`config.mk`:
```
export PLATFORM = sky130hd
export DESIGN_NAME = sfft_stream_decoder
export DESIGN_NICKNAME = d
export VERILOG_FILES = /design/src/rtl/sfft_stream_decoder.sv
export SDC_FILE = /design/constraint.sdc
export NUM_CORES = 1
export LEC_CHECK = 0
export CORE_MARGIN = 1.5
export CORE_UTILIZATION = 45
export CTS_CLUSTER_DIAMETER = 50
export DETAILED_ROUTE_END_ITERATION = 8
export GPL_TIMING_DRIVEN = 0
export PLACE_DENSITY = 0.67
export SYNTH_ARGS = -nofsm -noshare
export SYNTH_HDL_FRONTEND = slang
export SYNTH_SLANG_ARGS = --single-unit
```
`constraint.sdc`:
```
create_clock -name iClk -period 5 [get_ports iClk]
set_clock_uncertainty 0.2 [all_clocks]
set_input_delay 1 -clock iClk [delete_from_list [all_inputs] [get_ports iClk]]
set_output_delay 1 -clock iClk [all_outputs]
set_load 0.1 [all_outputs]
```
`src/rtl/sfft_stream_decoder.sv`:
```
// Stochastic FFT back end: counts ones per real/imag bitstream over 2**BITWIDTH enabled cycles.
// Optional macro SFFT_DEC_BIPOLAR_EN: results become two's complement (count - 2**(BITWIDTH-1)).
module sfft_stream_decoder #(
  parameter int unsigned BITWIDTH  = 8,
  parameter int unsigned NUMINPUTS = 8,
  parameter int unsigned LOG2N     = 3
) (
  input  logic                             iClk,
  input  logic                             iRstN,
  input  logic                             iEn,
  input  logic                             iClr,
  input  logic                             iStart,
  input  logic [NUMINPUTS-1:0]             iReal,
  input  logic [NUMINPUTS-1:0]             iImg,
  output logic [NUMINPUTS*(BITWIDTH+1)-1:0] oRealVal,
  output logic [NUMINPUTS*(BITWIDTH+1)-1:0] oImgVal,
  output logic                             oValid,
  input  logic                             iReady,
  output logic                             oBusy
);

  localparam int unsigned RW = BITWIDTH + 1;
`ifdef SFFT_DEC_BIPOLAR_EN
  localparam logic [RW-1:0] BIAS = RW'(1) << (BITWIDTH - 1);
`else
  localparam logic [RW-1:0] BIAS = '0;
`endif

  typedef enum logic [1:0] {IDLE, ACCUM, HOLD} state_t;

  state_t                     state_q;
  logic [BITWIDTH-1:0]        cnt_q;
  logic [RW-1:0]              acc_re_q [NUMINPUTS];
  logic [RW-1:0]              acc_im_q [NUMINPUTS];
  logic [RW-1:0]              acc_re_d [NUMINPUTS];
  logic [RW-1:0]              acc_im_d [NUMINPUTS];
  logic [NUMINPUTS*RW-1:0]    res_re_d, res_im_d;
  logic [NUMINPUTS*RW-1:0]    real_q, img_q;
  logic                       valid_q, busy_q;

  // LOG2N only documents the scaling the consumer must undo.
  logic unused_log2n;
  assign unused_log2n = (LOG2N != 0);

  always_comb begin
    res_re_d = '0;
    res_im_d = '0;
    for (int unsigned k = 0; k < NUMINPUTS; k++) begin
      acc_re_d[k] = acc_re_q[k] + RW'(iReal[k]);
      acc_im_d[k] = acc_im_q[k] + RW'(iImg[k]);
      // Bias is applied only on the way out; accumulators stay raw counts.
      res_re_d[k*RW +: RW] = acc_re_d[k] - BIAS;
      res_im_d[k*RW +: RW] = acc_im_d[k] - BIAS;
    end
  end

  always_ff @(posedge iClk or negedge iRstN) begin
    if (!iRstN) begin
      state_q <= IDLE;
      cnt_q   <= '0;
      real_q  <= '0;
      img_q   <= '0;
      valid_q <= 1'b0;
      busy_q  <= 1'b0;
      for (int unsigned k = 0; k < NUMINPUTS; k++) begin
        acc_re_q[k] <= '0;
        acc_im_q[k] <= '0;
      end
    end else if (iClr) begin
      state_q <= IDLE;
      cnt_q   <= '0;
      real_q  <= '0;
      img_q   <= '0;
      valid_q <= 1'b0;
      busy_q  <= 1'b0;
      for (int unsigned k = 0; k < NUMINPUTS; k++) begin
        acc_re_q[k] <= '0;
        acc_im_q[k] <= '0;
      end
    end else begin
      case (state_q)
        IDLE: begin
          if (iStart) begin
            state_q <= ACCUM;
            busy_q  <= 1'b1;
            cnt_q   <= '0;
            for (int unsigned k = 0; k < NUMINPUTS; k++) begin
              acc_re_q[k] <= '0;
              acc_im_q[k] <= '0;
            end
          end
        end
        ACCUM: begin
          if (iEn) begin
            cnt_q <= cnt_q + 1'b1;
            for (int unsigned k = 0; k < NUMINPUTS; k++) begin
              acc_re_q[k] <= acc_re_d[k];
              acc_im_q[k] <= acc_im_d[k];
            end
            // Counter at all-ones means this enabled cycle is the final sample.
            if (cnt_q == '1) begin
              real_q  <= res_re_d;
              img_q   <= res_im_d;
              state_q <= HOLD;
              valid_q <= 1'b1;
              busy_q  <= 1'b0;
            end
          end
        end
        HOLD: begin
          if (iReady) begin
            valid_q <= 1'b0;
            if (iStart) begin
              state_q <= ACCUM;
              busy_q  <= 1'b1;
              cnt_q   <= '0;
              for (int unsigned k = 0; k < NUMINPUTS; k++) begin
                acc_re_q[k] <= '0;
                acc_im_q[k] <= '0;
              end
            end else begin
              state_q <= IDLE;
            end
          end
        end
        default: begin
          state_q <= IDLE;
          valid_q <= 1'b0;
          busy_q  <= 1'b0;
        end
      endcase
    end
  end

  assign oRealVal = real_q;
  assign oImgVal  = img_q;
  assign oValid   = valid_q;
  assign oBusy    = busy_q;

endmodule

```
==> results of run 1 <==
[cell families after synthesis]
family	after synthesis	share of synthesized area, %
xor+xnor	112	7.298
flops	300	55.86
buf+inv	92	3.323
compound gates	383	20.13
simple gates	284	10.32
fa+ha+maj	33	3.072
[state kept, by name, indices dropped and copies added, names as in the netlist]
signal and cells:
acc_im_q 72, acc_re_q 72, oImgVal 72, oRealVal 72, cnt_q 8, state_q 2
oBusy 1, oValid 1
[report_power, final]
part	leakage, nW	total [mW]	internal, mW	switching (mW)
Sequential	4.19	2.45	2.44	0.00880
Combinational	2.70	0.260	0.0630	0.196
Clock	0.590	2.67	1.63	1.04
Total	7.48	5.37	4.13	1.24
[per-layer routing]
| metal | track usage, % | up-vias | part of all wire [%] |
|---|---|---|---|
| met4 | 6.695 | 0 | 2.4 |
| met5 | 0 | - | 0 |
| met1 | 35.38 | 5235 | 46 |
| met3 | 4.026 | 66 | 5.8 |
| li1 | - | 4846 | - |
| met2 | 38.09 | 318 | 45 |
[synth_stat cells]
cell                        count  area [µm²]
sky130_fd_sc_hd__nand3_1       51       255.2
sky130_fd_sc_hd__a31oi_1        8       50.05
sky130_fd_sc_hd__o31ai_1       28       210.2
sky130_fd_sc_hd__dfrtp_1      300        7507
sky130_fd_sc_hd__nor4_1         1       6.260
sky130_fd_sc_hd__nor3_1         4       20.02
sky130_fd_sc_hd__o22ai_1        1       6.260
sky130_fd_sc_hd__and4_1         9       78.83
sky130_fd_sc_hd__or3b_2         1       8.760
sky130_fd_sc_hd__a211oi_2       1       12.51
sky130_fd_sc_hd__xor2_1        73       639.4
sky130_fd_sc_hd__o21bai_1       2       15.01
sky130_fd_sc_hd__o211ai_1       1       7.510
sky130_fd_sc_hd__o22a_1         1       8.760
sky130_fd_sc_hd__nand2b_1       1       6.260
sky130_fd_sc_hd__and2_1         9       56.30
sky130_fd_sc_hd__nand2_1      111       416.7
sky130_fd_sc_hd__a21oi_1       19       95.09
sky130_fd_sc_hd__nor3_4         1       16.27
sky130_fd_sc_hd__a221oi_1       1       8.760
sky130_fd_sc_hd__or4_1          1       7.510
sky130_fd_sc_hd__inv_1          5       18.77
sky130_fd_sc_hd__ha_1          33       412.9
sky130_fd_sc_hd__nand4bb_1      1       11.26
sky130_fd_sc_hd__buf_1          1       3.750
sky130_fd_sc_hd__and3_1        22       137.6
sky130_fd_sc_hd__nor2b_1        1       6.260
sky130_fd_sc_hd__buf_2         21       105.1
sky130_fd_sc_hd__a21oi_2        1       8.760
sky130_fd_sc_hd__o2bb2ai_1     65       569.3
sky130_fd_sc_hd__xnor2_1       39       341.6
sky130_fd_sc_hd__and2_0         1       6.260
sky130_fd_sc_hd__and3b_1        1       8.760
sky130_fd_sc_hd__a22o_1       114       998.5
sky130_fd_sc_hd__a41oi_1        1       8.760
sky130_fd_sc_hd__nor2_1        36       135.1
sky130_fd_sc_hd__clkbuf_1      55       206.5
sky130_fd_sc_hd__nor4bb_1       1       10.01
sky130_fd_sc_hd__nand4_1       30       187.7
sky130_fd_sc_hd__o21ai_1        3       15.01
sky130_fd_sc_hd__or3_1          2       12.51
sky130_fd_sc_hd__a21o_1         2       15.01
sky130_fd_sc_hd__o21ai_0      135       675.7
sky130_fd_sc_hd__buf_6         10       112.6
[layout make-up]
type / instances / share of cell area [%]
Tap cell: 390 / 2.892
Clock buffer: 52 / 6.244
Multi-Input combinational cell: 812 / 32.52
Sequential cell: 300 / 44.50
Antenna cell: 1 / 0.01483
Clock inverter: 13 / 0.9789
Buffer: 87 / 2.536
Timing Repair Buffer: 168 / 10.20
Inverter: 5 / 0.1112
[stage by stage]
| step | TNS (ps) | hold slack [ps] |
|---|---|---|
| detailed placement | 0 | 273.3 |
| global placement | -3143870 | 274.1 |
| CTS | 0 | 290.2 |
| floorplan | 0 | 259.7 |
| finish | 0 | 284.2 |
| global route | 0 | 307.0 |
[final timing paths]
path                                             to  cells past startpoint  slack, ps
setup reg to reg             oImgVal[5]$_DFFE_PN0P_                      7       2010
max in group asynchronous  acc_im_q[15]$_DFFE_PN0P_                      2       3290
hold reg to reg             oImgVal[57]$_DFFE_PN0P_                      1        280
min in group iClk           oImgVal[57]$_DFFE_PN0P_                      1        280
setup / recovery                              oBusy                      1       1680
hold / removal             oRealVal[43]$_DFFE_PN0P_                      1        280
==> flow_summary.rst, run 1 <==
.. list-table::
   :header-rows: 1

   * - Metric
     - Value
   * - Run status
     - finished clean
   * - Maximum number of pins on one net before global-route repair
     - 113
   * - Total core area
     - 29,480 µm²
   * - Detailed-route wire length per cell
     - 20.24 µm
   * - Total of endpoints with negative setup slack in the final report
     - 0
   * - Total instance count after detailed placement
     - 1,762
   * - Boundary Pins
     - between 150 and 200
   * - Total power consumption of the routed design
     - approximately 5.4 mW
   * - Cell leakage power
     - around 7.5 nW
   * - Required time reported for the critical path endpoint
     - approximately 3800 ps
   * - CTS Hold Buffers Added
     - 0
   * - Initial cell density of the core
     - around 46%
   * - Area used by multi-input combinational logic
     - 5487 µm²
   * - Synthesized Nets
     - 1,259
   * - Clock period minus final worst setup slack
     - between 3000 and 4000 ps
   * - Via count normalized by instance count
     - between 5 and 6
   * - Crit Path Max Fanout
     - 4
   * - Standard cell with the maximum stage delay on the critical path
     - sky130_fd_sc_hd__clkdlybuf4s50_1
   * - Max Cap Violations
     - 0
   * - Detailed router's first-iteration violation count
     - around 700
   * - Arrival @ worst endpoint
     - roughly 2100 ps
   * - Post-Route Utilization
     - a little under three fifths
   * - Crit path setup slack, layout
     - 1679 ps
   * - Setup bufs post-CTS
     - 0
   * - Slowest stage delay, CP
     - 1170 ps
   * - Total of fill cells in the finished design
     - 2,503
   * - # nets final
     - approximately 1,500
   * - Remaining number of nets flagged by the antenna check after routing
     - 0
   * - Commonest cells after routing, fill and taps aside
     - sky130_fd_sc_hd__dfrtp_1 (300), sky130_fd_sc_hd__clkdlybuf4s50_1 (165), sky130_fd_sc_hd__o21ai_0 (135), sky130_fd_sc_hd__a22o_1 (114), sky130_fd_sc_hd__nand2_1 (111)
   * - # resized after CTS
     - 0
   * - Setup crit end kind
     - primary output
   * - Max Clk Rate
     - between 0.3 and 0.4 GHz
   * - Placed instance area
     - roughly 16,000 µm²
   * - Final critical-path share of the clock period
     - 66.42%
   * - Type of the worst setup path
     - flip-flop to primary output
   * - Ordered cell list for the critical path
     - clkdlybuf4s50_1
   * - Total clock buffers created by CTS
     - 36
   * - YS warnings
     - 0
   * - Clock latency at the later pin of the worst-skew pair
     - 510 ps
   * - Areal power density over the cells
     - about 320 nW/µm²
   * - CTS Sinks
     - 300
   * - Global Route Usage Sum
     - 24.46%
   * - Netlist area before placement
     - 13,440 µm²
   * - Maximum clock insertion buffer count
     - 3
   * - Worst Tran Pin Value
     - between 1000 and 1500 ps
   * - Startpoint of the most critical setup path
     - oBusy$_DFFE_PN0P_
   * - Detailed-route DRC error count
     - 0
   * - DIE HEIGHT
     - 175.8 µm
   * - Via count of the routed design
     - roughly 10,000
   * - Fraction of final layout cells with drive strength greater than 1
     - around 6.5%
   * - Die boundary width
     - 175.8 µm
   * - Post-detail-place hpwl
     - about 25,000 µm
   * - Via count of the first global-routing pass
     - 10,450
   * - VDD IR max
     - roughly 0.23 mV
   * - Post-route standard cell area excluding fillers
     - 16,870 µm²
   * - Clock transition at the registers of the reported paths
     - ~60 ps
   * - Fin. max-slew vios
     - 0
   * - Tightest Hold Check Type
     - input pin to async pin
   * - Post-synthesis sequential area ratio
     - between 50% and 60%
   * - Dominant delay contributor by cell family on the critical path
     - buffers and inverters
   * - # H-tree levels
     - 2
   * - Final Hold Viols
     - 0
   * - Unique cell type count in the Yosys netlist
     - 44
   * - Worst reg2reg path startpoint
     - cnt_q[0]$_DFFE_PN0P_
   * - Aggregate global routing overflow
     - 0
   * - Startpoint kind of the worst setup timing path
     - flip-flop
   * - Worst path bufs/invs
     - 1
   * - Number of instances in the synthesized netlist
     - about 1,200
   * - Overall die area
     - ~31,000 µm²
   * - Area of all sequential standard cells
     - roughly 7500 µm²
   * - Setup slack at placement
     - approximately 1300 ps
   * - Setup repair after global routing missed its margin
     - false
   * - Std-Cell Rows
     - 63
   * - Post-synthesis to final-layout area growth
     - 25.53%
   * - Synth Register Bits
     - 300
   * - Most frequent standard cell in the layout excluding fill and tap cells
     - sky130_fd_sc_hd__dfrtp_1
   * - Average size of a mapped cell
     - between 10 and 15 µm²
   * - RePlAce Congestion
     - 0.8295
   * - Wire length of the first global-routing pass
     - approximately 60,000 µm
   * - TritonCTS clock tree
     - done
   * - Tightest slew margin relative to the limit
     - between 20% and 30%
   * - Cell at the root of the clock tree
     - sky130_fd_sc_hd__clkbuf_16
   * - Cell Count, Final, Fillers Out
     - 1,828
   * - Count of TritonRoute iterations in the first routing pass
     - 5
   * - DRT Wirelength
     - around 37,000 µm
   * - Antenna violations before repair
     - 1
   * - Port-buffer cells
     - approximately 170
Note: power is estimated with default switching activity, not from simulation.
==> inputs of run 2 (changes only) <==
- clock period: 5 -> 3.25 ns (I/O delays scaled with it)
==> flow_summary.rst, run 2 (synthesized netlist as in run 1, its figures left out) <==
.. list-table::
   :header-rows: 1

   * - Metric
     - Value
   * - Run status
     - finished clean
   * - Post-synthesis to final-layout area growth
     - 25.60% (about the same)
   * - Worst hold path stage count
     - 2
   * - Count of TritonRoute iterations in the first routing pass
     - 5 (unchanged)
   * - Worst Tran Pin Value
     - 1080 ps (+4.423 ps)
   * - Wire length of the first global-routing pass
     - 59,070 µm (unchanged)
   * - DIE HEIGHT
     - 175.8 µm (unchanged)
   * - Total of endpoints with negative setup slack in the final report
     - 0 (unchanged)
   * - Detailed-route wire length per cell
     - 20.21 µm (-0.15%)
   * - Fin. max-slew vios
     - 0 (unchanged)
   * - Total core area
     - 29,480 µm² (unchanged)
   * - Cell at the root of the clock tree
     - sky130_fd_sc_hd__clkbuf_16
   * - Worst reg2reg path startpoint
     - cnt_q[0]$_DFFE_PN0P_
   * - Clock latency at the later pin of the worst-skew pair
     - 510 ps (about the same)
   * - Standard cell with the maximum stage delay on the critical path
     - sky130_fd_sc_hd__clkdlybuf4s50_1
   * - Dominant delay contributor by cell family on the critical path
     - buffers and inverters
   * - Maximum number of pins on one net before global-route repair
     - 113 (unchanged)
   * - Placed instance area
     - 15,650 µm² (unchanged)
   * - Clock period minus final worst setup slack
     - 2975 ps
   * - Via count normalized by instance count
     - 5.727 (about the same)
   * - Startpoint kind of the worst setup timing path
     - flip-flop
   * - # H-tree levels
     - 2 (unchanged)
   * - Slowest stage delay, CP
     - 1170 ps (about the same)
   * - Cell leakage power
     - 7.483 nW (about the same)
   * - Antenna violations before repair
     - 1 (unchanged)
   * - DRT Wirelength
     - 36,960 µm (about the same)
   * - RePlAce Congestion
     - 0.8295 (unchanged)
   * - Maximum clock insertion buffer count
     - 3 (unchanged)
   * - Overall die area
     - 30,910 µm² (unchanged)
   * - Fraction of final layout cells with drive strength greater than 1
     - 6.537% (about the same)
   * - Worst hold start
     - iClr
   * - Post-detail-place hpwl
     - 24,850 µm (unchanged)
   * - Most frequent standard cell in the layout excluding fill and tap cells
     - sky130_fd_sc_hd__dfrtp_1
   * - Smallest hold slack
     - 156.3 ps (-127.9 ps)
   * - # nets final
     - 1,466 (+0.068%)
   * - Boundary Pins
     - 168 (unchanged)
   * - Ordered cell list for the critical path
     - clkdlybuf4s50_1
   * - Via count of the first global-routing pass
     - 10,450 (unchanged)
   * - CTS Sinks
     - 300 (unchanged)
   * - Port-buffer cells
     - 166 (unchanged)
   * - Areal power density over the cells
     - 489.7 nW/µm² (+54%)
   * - Setup crit end kind
     - primary output
   * - Global Route Usage Sum
     - 24.46% (unchanged)
   * - Remaining number of nets flagged by the antenna check after routing
     - 0 (unchanged)
   * - Tightest Hold Check Type
     - input pin to flip-flop
   * - Worst path bufs/invs
     - 1 (unchanged)
   * - Aggregate global routing overflow
     - 0 (unchanged)
   * - Depth of the worst register-to-register path
     - 7 (unchanged)
   * - R2R setup slack
     - 290 ps (-1720 ps)
   * - VDD IR max
     - 0.3564 mV (+54%)
   * - TritonCTS clock tree
     - done
   * - Total instance count after detailed placement
     - 1,762 (unchanged)
   * - Cell Count, Final, Fillers Out
     - 1,829 (+0.055%)
   * - Total clock buffers created by CTS
     - 36 (unchanged)
   * - Endpoint of the worst hold path
     - oBusy$_DFFE_PN0P_
   * - Max Clk Rate
     - approximately 0.34 GHz
   * - Final Hold Viols
     - 0 (unchanged)
   * - # resized after CTS
     - 0 (unchanged)
   * - Setup bufs post-CTS
     - 0 (unchanged)
   * - Detailed router's first-iteration violation count
     - 708 (-1.8%)
   * - Via count of the routed design
     - 10,480 (+0.096%)
   * - Required time reported for the critical path endpoint
     - 2400 ps (-1400 ps)
   * - Arrival @ worst endpoint
     - 2120 ps (about the same)
   * - Max Cap Violations
     - 0 (unchanged)
   * - Die boundary width
     - 175.8 µm (unchanged)
   * - Setup repair after global routing missed its margin
     - false
   * - Post-route standard cell area excluding fillers
     - 16,880 µm² (about the same)
   * - Final critical-path share of the clock period
     - between 90% and 100%
   * - Total of fill cells in the finished design
     - 2,502 (-0.040%)
   * - Initial cell density of the core
     - 45.59% (unchanged)
   * - Std-Cell Rows
     - 63 (unchanged)
   * - Worst r2r dst
     - oImgVal[5]$_DFFE_PN0P_
   * - Type of the worst setup path
     - flip-flop to primary output
   * - Detailed-route DRC error count
     - 0 (unchanged)
   * - Crit Path Max Fanout
     - 4 (unchanged)
   * - Clock transition at the registers of the reported paths
     - 60 ps (about the same)
   * - Tightest slew margin relative to the limit
     - 27.80% (-0.30 points)
   * - Commonest cells after routing, fill and taps aside
     - sky130_fd_sc_hd__dfrtp_1 (300), sky130_fd_sc_hd__clkdlybuf4s50_1 (165), sky130_fd_sc_hd__o21ai_0 (135), sky130_fd_sc_hd__a22o_1 (114), sky130_fd_sc_hd__nand2_1 (111)
## run 2: changes by cell type in the layout (fill, tap and decap cells not counted), sizes merged
cell	change
dlygate4sd3	+1
## run 2: how the worst max path moves through the flow
stage          slack (ps)                  from                 endpoint  cells past startpoint
2_1_floorplan        1100                  iClr   oImgVal[0]$_DFFE_PN0P_                      7
3_3_place_gp       -11910                 iRstN  oImgVal[60]$_DFFE_PN0P_                      1
3_5_place_dp         -140                   iEn  oImgVal[44]$_DFFE_PN0P_                      7
4_1_cts               260     oBusy$_DFFE_PN0P_                    oBusy                      1
5_1_grt               130  cnt_q[0]$_DFFE_PN0P_   oImgVal[5]$_DFFE_PN0P_                      7
6_report              280     oBusy$_DFFE_PN0P_                    oBusy                      1
## run 2: layout make-up
cell class / count / area, µm² / area share [%]
buffer: 87 / 427.9 / 2.535
clock buffer: 52 / 1054 / 6.241
sequential: 300 / 7507 / 44.47
clock inverter: 13 / 165.2 / 0.9784
multi-input combinational: 812 / 5487 / 32.50
antenna: 1 / 2.502 / 0.01482
inverter: 5 / 18.77 / 0.1112
tap: 390 / 488.0 / 2.891
timing repair buffer: 169 / 1732 / 10.26
## run 2: timing repair
action | in CTS | in global routing
endpoints found under the hold margin | 80 | 0
endpoints found under the setup margin | 0 | 0
hold buffers | 1 | 0
## run 2: where the power goes
part	leakage (nW)	switching (mW)	internal [mW]
registers	4.19	0.0135	3.75
logic	2.71	0.303	0.0977
clock network	0.590	1.60	2.51
total	7.48	1.91	6.35
## run 2: stage by stage
| stage | power, mW | worst slack (ps) | setup TNS, ps | util, % |
|---|---|---|---|---|
| 5_1_grt | 8.529 | 132.8 | 0 | 57.26 |
| 3_3_place_gp | 4.225 | -11910 | -3569810 | 52.88 |
| 6_report | 8.266 | 275.4 | 0 | 57.26 |
| 4_1_cts | 8.328 | 262.8 | 0 | 57.25 |
| 3_5_place_dp | 4.230 | -144.5 | -5387 | 53.09 |
| 2_1_floorplan | 4.003 | 1095 | 0 | - |
## run 2: per-layer routing
layer	up-vias	GRT usage [%]	routed length (µm)
li1	4849	-	-
met1	5226	35.38	17030
met2	339	38.09	16810
met3	61	4.026	2231
met4	0	6.695	891
met5	-	0	0
==> inputs of run 3 (changes only) <==
- GPL_ROUTABILITY_DRIVEN: unset -> 0
- PLACE_DENSITY: 0.67 -> 0.72
- clock period: 3.25 -> 2.42 ns (I/O delays scaled with it)
==> flow_summary.rst, run 3 (synthesized netlist as in run 1, its figures left out) <==
.. list-table::
   :header-rows: 1

   * - Metric
     - Value
   * - Antenna fix cells
     - 0 (-1)
   * - Startpoint kind of the worst setup timing path
     - flip-flop
   * - Detailed-route wire length per cell
     - 20.01 µm (-1.0%)
   * - Tightest Hold Check Type
     - input pin to flip-flop
   * - Area of all sequential standard cells
     - 7507 µm² (unchanged)
   * - Cell at the root of the clock tree
     - sky130_fd_sc_hd__clkbuf_16
   * - Standard cell with the maximum stage delay on the critical path
     - sky130_fd_sc_hd__dlygate4sd2_1
   * - Total core area
     - 29,480 µm² (unchanged)
   * - Final critical-path share of the clock period
     - 99.38%
   * - Std-Cell Rows
     - 63 (unchanged)
   * - CTS Sinks
     - 300 (unchanged)
   * - Overall die area
     - 30,910 µm² (unchanged)
   * - Post-route standard cell area excluding fillers
     - 16,670 µm² (-1.2%)
   * - Placed instance area
     - 15,650 µm² (unchanged)
   * - Total instance count after detailed placement
     - 1,762 (unchanged)
   * - Worst path bufs/invs
     - 1 (unchanged)
   * - Critical path depth
     - 1 (unchanged)
   * - Port-buffer cells
     - 166 (unchanged)
   * - Setup crit end kind
     - primary output
   * - DRT Wirelength
     - 36,490 µm (-1.3%)
   * - Maximum clock insertion buffer count
     - 3 (unchanged)
   * - Fraction of final layout cells with drive strength greater than 1
     - 11.72% (+5.2 points)
   * - Worst Tran Pin Value
     - 970.9 ps (-108.7 ps)
   * - Startpoint of the most critical setup path
     - oImgVal[61]$_DFFE_PN0P_
   * - Antenna violations before repair
     - 1 (unchanged)
   * - Detailed-route DRC error count
     - 0 (unchanged)
   * - Post-detail-place hpwl
     - 24,770 µm (-0.32%)
   * - Fin. max-slew vios
     - 0 (unchanged)
   * - Final Hold Viols
     - 0 (unchanged)
   * - Tightest slew margin relative to the limit
     - 35.53% (+7.7 points)
   * - Dominant delay contributor by cell family on the critical path
     - buffers and inverters
   * - Via count of the first global-routing pass
     - 10,450 (+0.019%)
   * - Type of the worst setup path
     - flip-flop to primary output
   * - Ordered cell list for the critical path
     - dlygate4sd2_1
   * - Aggregate global routing overflow
     - 0 (unchanged)
   * - R2R setup slack
     - 80 ps (-210 ps)
   * - Commonest cells after routing, fill and taps aside
     - sky130_fd_sc_hd__dfrtp_1 (300), sky130_fd_sc_hd__o21ai_0 (135), sky130_fd_sc_hd__a22o_1 (114), sky130_fd_sc_hd__nand2_1 (111), sky130_fd_sc_hd__xor2_1 (73)
   * - # nets final
     - 1,466 (unchanged)
   * - Crit Path Max Fanout
     - 2 (-2)
   * - Via count normalized by instance count
     - 5.730 (about the same)
   * - Required time reported for the critical path endpoint
     - 1740 ps (-660 ps)
   * - TritonCTS clock tree
     - done
   * - Cell leakage power
     - 7.663 nW (+2.4%)
   * - Initial cell density of the core
     - 45.59% (unchanged)
   * - Critical Path End
     - oImgVal[61]
   * - # H-tree levels
     - 2 (unchanged)
   * - Total of fill cells in the finished design
     - 2,506 (+0.16%)
   * - Max Cap Violations
     - 0 (unchanged)
   * - Clock period minus final worst setup slack
     - approximately 2400 ps
   * - Via count of the routed design
     - 10,450 (-0.23%)
   * - Setup repair after global routing missed its margin
     - true
   * - Clock transition at the registers of the reported paths
     - 60 ps (about the same)
   * - Die boundary width
     - 175.8 µm (unchanged)
   * - Clock latency at the later pin of the worst-skew pair
     - 520 ps (about the same)
   * - DIE HEIGHT
     - 175.8 µm (unchanged)
   * - Total clock buffers created by CTS
     - 34 (-5.6%)
   * - Slowest stage delay, CP
     - 860 ps (-310 ps)
   * - Areal power density over the cells
     - 635.3 nW/µm² (+30%)
   * - VDD IR max
     - 0.4276 mV (+20%)
   * - Count of TritonRoute iterations in the first routing pass
     - 5 (unchanged)
   * - Most frequent standard cell in the layout excluding fill and tap cells
     - sky130_fd_sc_hd__dfrtp_1
   * - Max Clk Rate
     - just over 0.4 GHz
   * - Remaining number of nets flagged by the antenna check after routing
     - 0 (unchanged)
   * - Global Route Usage Sum
     - 24.08% (-0.38 points)
   * - Worst reg2reg path startpoint
     - state_q[1]$_DFFE_PN0P_
   * - Maximum number of pins on one net before global-route repair
     - 115 (+1.8%)
   * - Cell Count, Final, Fillers Out
     - 1,824 (-0.27%)
   * - Boundary Pins
     - 168 (unchanged)
   * - Worst r2r dst
     - acc_re_q[51]$_DFFE_PN0P_
   * - Area used by multi-input combinational logic
     - 5507 µm² (+0.36%)
   * - Run status
     - finished clean
   * - Post-synthesis to final-layout area growth
     - 24.06%
   * - Total of endpoints with negative setup slack in the final report
     - 0 (unchanged)
   * - Detailed router's first-iteration violation count
     - 855 (+21%)
   * - Arrival @ worst endpoint
     - 1720 ps (-400 ps)
   * - Depth of the worst register-to-register path
     - 5 (-2)
   * - Wire length of the first global-routing pass
     - 58,190 µm (-1.5%)
run 3: repair_timing:
action	CTS	global route
hold buffers	1	0
resized for setup	276	92
buffers inserted	2	1
pin swaps	1	1
endpoints found under the hold margin	112	0
setup endpoints to repair	292	266
run 3: worst min-delay path by stage:
stage / start / end / slack, ps / cells past startpoint
after floorplan: iRstN / acc_im_q[0]$_DFFE_PN0P_ / -10 / 0
after global placement: oRealVal[17]$_DFFE_PN0P_ / oRealVal[17]$_DFFE_PN0P_ / 270 / 1
after detailed placement: oImgVal[61]$_DFFE_PN0P_ / oImgVal[61]$_DFFE_PN0P_ / 270 / 1
after CTS: iClr / state_q[1]$_DFFE_PN0P_ / 5 / 2
after global routing: iClr / state_q[1]$_DFFE_PN0P_ / 20 / 2
final: iClr / state_q[1]$_DFFE_PN0P_ / 20 / 2
run 3: final cells by class:
cell class | count | share of cell area, %
sequential | 300 | 45.02
multi-input combinational | 812 | 33.03
timing repair buffer | 172 | 9.808
clock buffer | 49 | 5.928
tap | 390 | 2.927
buffer | 86 | 2.656
clock inverter | 10 | 0.5178
inverter | 5 | 0.1126
run 3: routing by layer:
layer  routed length (µm)  global-route usage [%]  vias to the layer above
met1                17080                   34.92                     5275
met3                 1794                   3.052                       59
met4                  770                   6.731                        0
met2                16850                   38.06                      286
li1                     -                       -                     4831
met5                    0                       0                        -
run 3: through the flow:
stage | utilization, % | hold slack (ps) | setup slack [ps] | power (mW) | TNS, ps
floorplan | - | -11.59 | 431.2 | 5.376 | 0
global placement | 52.88 | 272.8 | -12370 | 5.667 | -3826140
detailed placement | 53.09 | 273.3 | -818.9 | 5.678 | -126180
CTS | 56.84 | 4.742 | 0.08005 | 10.68 | 0
global route | 56.56 | 17.60 | -26.29 | 10.93 | -26.29
finish | 56.56 | 17.95 | 15.07 | 10.59 | 0
run 3: power by group:
part | switching (mW) | internal (mW)
sequential | 0.0172 | 5.04
clock | 2.05 | 2.95
combinational | 0.405 | 0.137
